$ cat src/rtl/rv_pkg.sv
// Shared RV32 execute-stage types: divider op encoding and divider FSM states.
package rv_pkg;

  typedef enum logic [1:0] {
    DIV_OP_DIV  = 2'd0,
    DIV_OP_DIVU = 2'd1,
    DIV_OP_REM  = 2'd2,
    DIV_OP_REMU = 2'd3
  } div_op_e;

  typedef enum logic [1:0] {
    ST_IDLE = 2'd0,
    ST_CALC = 2'd1,
    ST_DONE = 2'd2
  } div_state_e;

endpackage

$ cat src/rtl/rv_addsub.sv
// Parametrised adder/subtractor; subtraction is a + ~b + 1.
module rv_addsub #(
  parameter int WIDTH = 32
) (
  input  logic [WIDTH-1:0] a,
  input  logic [WIDTH-1:0] b,
  input  logic             sub,
  output logic [WIDTH-1:0] y
);

  assign y = a + (b ^ {WIDTH{sub}}) + {{(WIDTH-1){1'b0}}, sub};

endmodule

$ cat src/rtl/rv_div.sv
// Iterative radix-2 restoring divider for DIV/DIVU/REM/REMU, one quotient bit per cycle.
// Divide-by-zero and signed overflow resolve in a single cycle.
module rv_div
  import rv_pkg::*;
#(
  parameter  int XLEN  = 32,
  localparam int CNT_W = $clog2(XLEN+1)
) (
  input  logic            clk,
  input  logic            rst_n,
  input  logic            in_valid,
  output logic            in_ready,
  input  div_op_e         op,
  input  logic [XLEN-1:0] op_a,
  input  logic [XLEN-1:0] op_b,
  input  logic            kill,
  output logic            out_valid,
  input  logic            out_ready,
  output logic [XLEN-1:0] res
);

  localparam logic [XLEN-1:0] MIN_VAL = {1'b1, {(XLEN-1){1'b0}}};

  div_state_e       state_q, state_d;
  div_op_e          op_q, op_d;
  logic             neg_quo_q, neg_quo_d;
  logic             neg_rem_q, neg_rem_d;
  logic [XLEN-1:0]  quo_q, quo_d;
  logic [XLEN-1:0]  rem_q, rem_d;
  logic [XLEN-1:0]  dvs_q, dvs_d;
  logic [XLEN-1:0]  res_q, res_d;
  logic [CNT_W-1:0] cnt_q, cnt_d;

  logic            accept, in_signed, in_is_rem, div_zero, sgn_ovf;
  logic [XLEN-1:0] neg_a, neg_b, abs_a, abs_b;
  logic [XLEN:0]   rem_sh, trial;
  logic            trial_ok;
  logic [XLEN-1:0] rem_step, quo_step, sel_val, sel_neg, fin_val;
  logic            q_is_rem, sel_negate;

  assign accept    = in_valid && (state_q == ST_IDLE) && !kill;
  assign in_signed = (op == DIV_OP_DIV) || (op == DIV_OP_REM);
  assign in_is_rem = (op == DIV_OP_REM) || (op == DIV_OP_REMU);
  assign div_zero  = (op_b == '0);
  assign sgn_ovf   = in_signed && (op_a == MIN_VAL) && (op_b == '1);

  rv_addsub #(.WIDTH(XLEN)) u_neg_a (.a('0), .b(op_a), .sub(1'b1), .y(neg_a));
  rv_addsub #(.WIDTH(XLEN)) u_neg_b (.a('0), .b(op_b), .sub(1'b1), .y(neg_b));
  assign abs_a = op_a[XLEN-1] ? neg_a : op_a;
  assign abs_b = op_b[XLEN-1] ? neg_b : op_b;

  // Trial subtract is one bit wider so its MSB is the borrow.
  assign rem_sh = {rem_q, quo_q[XLEN-1]};
  rv_addsub #(.WIDTH(XLEN+1)) u_trial (.a(rem_sh), .b({1'b0, dvs_q}), .sub(1'b1), .y(trial));
  assign trial_ok = !trial[XLEN];
  assign rem_step = trial_ok ? trial[XLEN-1:0] : rem_sh[XLEN-1:0];
  assign quo_step = {quo_q[XLEN-2:0], trial_ok};

  // Only the selected result is ever negated, so one negator serves both.
  assign q_is_rem   = (op_q == DIV_OP_REM) || (op_q == DIV_OP_REMU);
  assign sel_val    = q_is_rem ? rem_step : quo_step;
  assign sel_negate = q_is_rem ? neg_rem_q : neg_quo_q;
  rv_addsub #(.WIDTH(XLEN)) u_neg_res (.a('0), .b(sel_val), .sub(1'b1), .y(sel_neg));
  assign fin_val = sel_negate ? sel_neg : sel_val;

  always_ff @(posedge clk or negedge rst_n) begin
    if (!rst_n) begin
      state_q <= ST_IDLE;
    end else begin
      state_q <= state_d;
    end
  end

  always_comb begin
    state_d = state_q;
    if (kill) begin
      state_d = ST_IDLE;
    end else begin
      case (state_q)
        ST_IDLE: if (in_valid) state_d = (div_zero || sgn_ovf) ? ST_DONE : ST_CALC;
        ST_CALC: if (cnt_q == CNT_W'(1)) state_d = ST_DONE;
        ST_DONE: if (out_ready) state_d = ST_IDLE;
        default: state_d = ST_IDLE;
      endcase
    end
  end

  always_comb begin
    in_ready  = (state_q == ST_IDLE);
    out_valid = (state_q == ST_DONE);
    res       = res_q;
  end

  always_comb begin
    op_d      = op_q;
    neg_quo_d = neg_quo_q;
    neg_rem_d = neg_rem_q;
    quo_d     = quo_q;
    rem_d     = rem_q;
    dvs_d     = dvs_q;
    res_d     = res_q;
    cnt_d     = cnt_q;
    if (accept) begin
      op_d      = op;
      neg_quo_d = in_signed && (op_a[XLEN-1] ^ op_b[XLEN-1]);
      neg_rem_d = in_signed && op_a[XLEN-1];
      quo_d     = in_signed ? abs_a : op_a;
      dvs_d     = in_signed ? abs_b : op_b;
      rem_d     = '0;
      cnt_d     = CNT_W'(XLEN);
      if (div_zero) begin
        res_d = in_is_rem ? op_a : '1;
      end else if (sgn_ovf) begin
        res_d = in_is_rem ? '0 : op_a;
      end
    end else if ((state_q == ST_CALC) && !kill) begin
      quo_d = quo_step;
      rem_d = rem_step;
      cnt_d = cnt_q - CNT_W'(1);
      if (cnt_q == CNT_W'(1)) res_d = fin_val;
    end
  end

  always_ff @(posedge clk or negedge rst_n) begin
    if (!rst_n) begin
      op_q      <= DIV_OP_DIV;
      neg_quo_q <= 1'b0;
      neg_rem_q <= 1'b0;
      quo_q     <= '0;
      rem_q     <= '0;
      dvs_q     <= '0;
      res_q     <= '0;
      cnt_q     <= '0;
    end else begin
      op_q      <= op_d;
      neg_quo_q <= neg_quo_d;
      neg_rem_q <= neg_rem_d;
      quo_q     <= quo_d;
      rem_q     <= rem_d;
      dvs_q     <= dvs_d;
      res_q     <= res_d;
      cnt_q     <= cnt_d;
    end
  end

endmodule

$ cat config.mk
export PLATFORM = sky130hd
export DESIGN_NAME = rv_div
export DESIGN_NICKNAME = d
export VERILOG_FILES = /design/src/rtl/rv_pkg.sv /design/src/rtl/rv_addsub.sv /design/src/rtl/rv_div.sv
export SDC_FILE = /design/constraint.sdc
export NUM_CORES = 1
export LEC_CHECK = 0
export ABC_AREA = 1
export BUFFER_PORTS_ARGS = -buffer_cell sky130_fd_sc_hd__clkbuf_2
export CELL_PAD_IN_SITES_DETAIL_PLACEMENT = 0
export CELL_PAD_IN_SITES_GLOBAL_PLACEMENT = 1
export CORE_UTILIZATION = 48
export CTS_CLUSTER_SIZE = 8
export DETAILED_ROUTE_END_ITERATION = 10
export PLACE_DENSITY_LB_ADDON = 0.1
export SKIP_LAST_GASP = 1
export SLEW_MARGIN = 20
export SYNTH_ARGS = -nofsm -noshare
export SYNTH_HDL_FRONTEND = slang
export SYNTH_HIERARCHICAL = 1
export SYNTH_SLANG_ARGS = --single-unit
$ cat constraint.sdc
create_clock -name clk -period 12.8 [get_ports clk]
set_input_delay 2.56 -clock clk [delete_from_list [all_inputs] [get_ports clk]]
set_output_delay 2.56 -clock clk [all_outputs]
set_load 0.005 [all_outputs]
==> results list <==
- The area growth from synthesis to layout is 9.663%.
- Time the final worst path needs with I/O delays and setup: about 5.3 ns
* Outcome: completed
- Across the run, the number of max-cap violations was 0.
- The first global-routing pass estimated slightly above 100,000 um of wire.
- In this run the static leakage power is 0.01175 uW.
- The Yosys step of the flow raised 6 warnings.
- During I/O placement, the number of pins put on the boundary was roughly 110.
- The floorplan has 72 rows.
* Post-Route WL: 64,760 um
- The die is between 200 and 250 um wide.
* Pwr Total: around 4800 uW
- Total gr overflow: 0
- After routing, the total negative slack on setup checks comes to 0 ns.
* Routability Congestion: 0.9525
* Initial Utilization: 49.01%
- Slew Limit Fails: 0
- The later pin in the worst-skew pair is clocked with a latency of 0.45 ns.
- Clock-pin slew was measured on the worst setup and hold paths at 0.07 ns.
- Largest clock skew in the final design: between 0.01 and 0.015 ns
* Placeable core region: 38,920 um^2
* Crit share post-route: 41.57%
- Entering global routing, the biggest net connects 89 pins.
* Transition at the pin with the smallest max-transition slack: 1.059 ns
* Number of filler instances in the final layout: 4,142
- Flops & latches, synth: between 100 and 150
- The first detailed-routing pass took 5 iterations.
- The post-route netlist has 9.765% of its cells at a drive strength greater than 1.
- The repair_antennas step left the layout with diodes totalling 0.
- The most used flip-flop cell after synthesis is sky130_fd_sc_hd__dfrtp_1.
- Number of buffers inserted by post-CTS setup repair: 0
- For this run, the total global-route usage over all layers was measured as 32.21%.
* Highest clock frequency the design can meet: 0.1879 GHz
* Part of the Yosys area used for sequential elements: 18.24%
- The worst hold path belongs to the class reg2reg.
- In the final routed layout, each cell accounts on average for 16.88 um.
- Input and output buffers added on the ports amount to 104.
* Cell type with the largest total area after synthesis: sky130_fd_sc_hd__nand2_1
- After detailed routing, the number of remaining DRC violations is 0.
* DR iter-0 viols: 1,687
* Area share of the largest cell type after synthesis: 19.21%
- Max-slew headroom: 29.29%
- Using the TritonRoute via totals, the vias-per-cell ratio works out to 5.233.
* Worst r2r src: dvs_q[0]
- Worst path max stage delay: 0.51 ns
* List of most frequent post-synthesis cells: sky130_fd_sc_hd__nand2_1, sky130_fd_sc_hd__inv_1, sky130_fd_sc_hd__nor2_1
* Sequential cell area: 3478 um^2
- CTS root buffer: sky130_fd_sc_hd__clkbuf_16
* Post-detailed-route count of antenna-violating nets: 0
- Worst-path maximum fanout: 67
- Nets: about 3,500
- After clock tree synthesis, the repair step resized 0 gates.
- Among the stages of the critical path, the cell type that occurs most often is sky130_fd_sc_hd__nand2_1.
- Library cell with the highest instance count after synthesis: sky130_fd_sc_hd__nand2_1
- In this run the vertical extent of the chip is 201.3 um.
* Mean cell area of the mapped netlist: roughly 6.0 um^2
* Worst Path Class, Setup: reg2reg
- # hold bufs at CTS: 0
- Tracing the worst setup path back leads to its startpoint at dvs_q[0].
* H-tree levels: 4
- Hold Fails Final Rpt: 0
* Number of buffers inserted during clock tree synthesis: 17
- TritonCTS built the clock tree.
- Setup repair after global routing missed its margin: no
* Instance count along the most critical hold path: 2
* Num Clock Sinks: 139
* Area of the multi-input gates: 13,670 um^2
- Worst hold margin: between 0.4 and 0.5 ns
- After routing the design area is 20,920 um^2.
- Across all layers, the routed design uses 20,070 vias.
* Mapped Cells: 3,160
- The worst setup path is captured at a flip-flop.
* Cell types with the largest area share after synthesis: sky130_fd_sc_hd__nand2_1, sky130_fd_sc_hd__dfrtp_1, sky130_fd_sc_hd__inv_1, sky130_fd_sc_hd__ha_1, sky130_fd_sc_hd__xor2_1
- The clock passes through at most 2 buffers.
- Number of distinct standard cells referenced by the synthesized netlist: 48
* Worst endpoint required time: around 13 ns
* Number of cell instances on the worst register-to-register path: 34
- Final HPWL from detailed placement: between 50,000 and 60,000 um
- STA classifies the critical path startpoint as a flip-flop.
* Cell area after placement: 20,230 um^2
- Post-synth ARST share: 100.0%
- Setup violations remaining at the end of the flow were counted as 0.
* Power per standard cell area: around 230 nW/um^2
- Synthesized area: 19,070 um^2
- CP max-delay cell: sky130_fd_sc_hd__nand2_4
* Die area: 40,540 um^2
* Via count of the first global-routing pass: 18,750
- Worst ir drop on vdd: roughly 0.00012 V
- In this run, synthesis inferred 0 flip-flops with an integrated enable.
* Worst EP arrival: 5.65 ns
- Antenna violations before repair: 1
- Launch point of the worst hold path: res[22]
==> report_power, final <==
group,switching [uW],internal (uW),total (uW)
clock,203,372,575
sequential,122,620,743
combinational,2330,1150,3470
==> final cells by class <==
class / instances / area share (%)
clock buffers: 19 / 2.118
clock inverters: 13 / 1.137
inverters: 492 / 8.829
multi-input cells: 2542 / 65.35
flip-flops and latches: 139 / 16.63
well taps: 518 / 3.099
repair buffers: 113 / 2.841
==> metal layers <==
metal	GRT usage (%)	vias to the layer above	part of all wire (%)
met2	48.13	627	42
li1	-	10150	-
met4	9.632	0	2.4
met3	2.770	78	6.4
met1	48.65	9216	49
met5	0	-	0
==> final timing paths <==
kind	end	slack, ns
max	res[24]	7.48
min	res[22]	0.47
max reg2reg	res[24]	7.48
min reg2reg	res[22]	0.47
max in group asynchronous	dvs_q[14]	9.36
min in group asynchronous	res[16]	2.11
==> worst max-delay path: cells and delay by family, from the launching register on <==
family / cells / cell delay, ns
DFF: 1 / 0.42
xor gates and xnor gates: 1 / 0.19
buffers and inverters: 2 / 0.14
AOI/OAI and AO/OA: 4 / 0.83
and+or+nand+nor: 25 / 2.84
adders and majority gates: 2 / 0.78
==> cells by family (layout without fill, tap and decap cells) <==
group,Yosys count,in the layout,synth area share (%)
flip-flops,139,139,18.24
AO/OA/AOI/OAI,545,545,16.75
other,2,116,0.03937
buffers and inverters,593,637,12.42
XOR/XNOR,191,191,8.771
adder cells (fa/ha/maj),136,136,9.079
AND/OR/NAND/NOR,1554,1554,34.70
==> through the flow <==
step                      std cells  utilization (%)  setup slack (ns)
after floorplan                3274                -             8.571
after CTS                      3836            53.72             7.193
after global placement         3804            51.97             7.333
after detailed placement       3804            51.97             7.201
final                          3836            53.75             7.479
after global routing           3836            53.75             7.024
==> sequential cells by signal, summed over array words and instances (netlist names) <==
register / cells
quo_q: 32
res: 32
state_q: 2
op_q: 1
cnt_q: 6
neg_quo_q: 1
rem_q: 32
dvs_q: 32
neg_rem_q: 1
==> layout by cell type (no fill, tap or decap), types with 4 or more instances in the layout <==
cell type / netlist / layout
sky130_fd_sc_hd__dfrtp_1: 139 / 139
sky130_fd_sc_hd__conb_1: 2 / 116
sky130_fd_sc_hd__nand4_1: 7 / 7
sky130_fd_sc_hd__buf_4: 8 / 9
sky130_fd_sc_hd__o21a_1: 4 / 4
sky130_fd_sc_hd__bufinv_16: 0 / 6
sky130_fd_sc_hd__inv_2: 25 / 25
sky130_fd_sc_hd__nand2_4: 6 / 7
sky130_fd_sc_hd__xor2_1: 177 / 177
sky130_fd_sc_hd__and2_4: 4 / 4
sky130_fd_sc_hd__xnor2_1: 14 / 14
sky130_fd_sc_hd__a21oi_1: 184 / 184
sky130_fd_sc_hd__inv_1: 466 / 466
sky130_fd_sc_hd__o21ai_1: 14 / 14
sky130_fd_sc_hd__nor2_2: 15 / 15
sky130_fd_sc_hd__clkbuf_16: 0 / 17
sky130_fd_sc_hd__nor4_2: 6 / 6
sky130_fd_sc_hd__nor3_2: 11 / 11
sky130_fd_sc_hd__nor3_1: 13 / 13
sky130_fd_sc_hd__clkbuf_2: 0 / 103
sky130_fd_sc_hd__nand2_2: 76 / 76
sky130_fd_sc_hd__nand3_1: 129 / 129
sky130_fd_sc_hd__o211ai_1: 33 / 33
sky130_fd_sc_hd__a21oi_2: 5 / 5
sky130_fd_sc_hd__o21bai_1: 47 / 47
sky130_fd_sc_hd__o21ai_0: 187 / 187
sky130_fd_sc_hd__nor2_1: 286 / 285
sky130_fd_sc_hd__o31ai_1: 27 / 27
sky130_fd_sc_hd__ha_1: 132 / 132
sky130_fd_sc_hd__fa_1: 4 / 4
sky130_fd_sc_hd__o221ai_1: 31 / 31
sky130_fd_sc_hd__nor2_4: 5 / 6
sky130_fd_sc_hd__nand2_1: 976 / 975
sky130_fd_sc_hd__nand3_2: 13 / 13
Note: power is estimated with default switching activity, not from simulation.
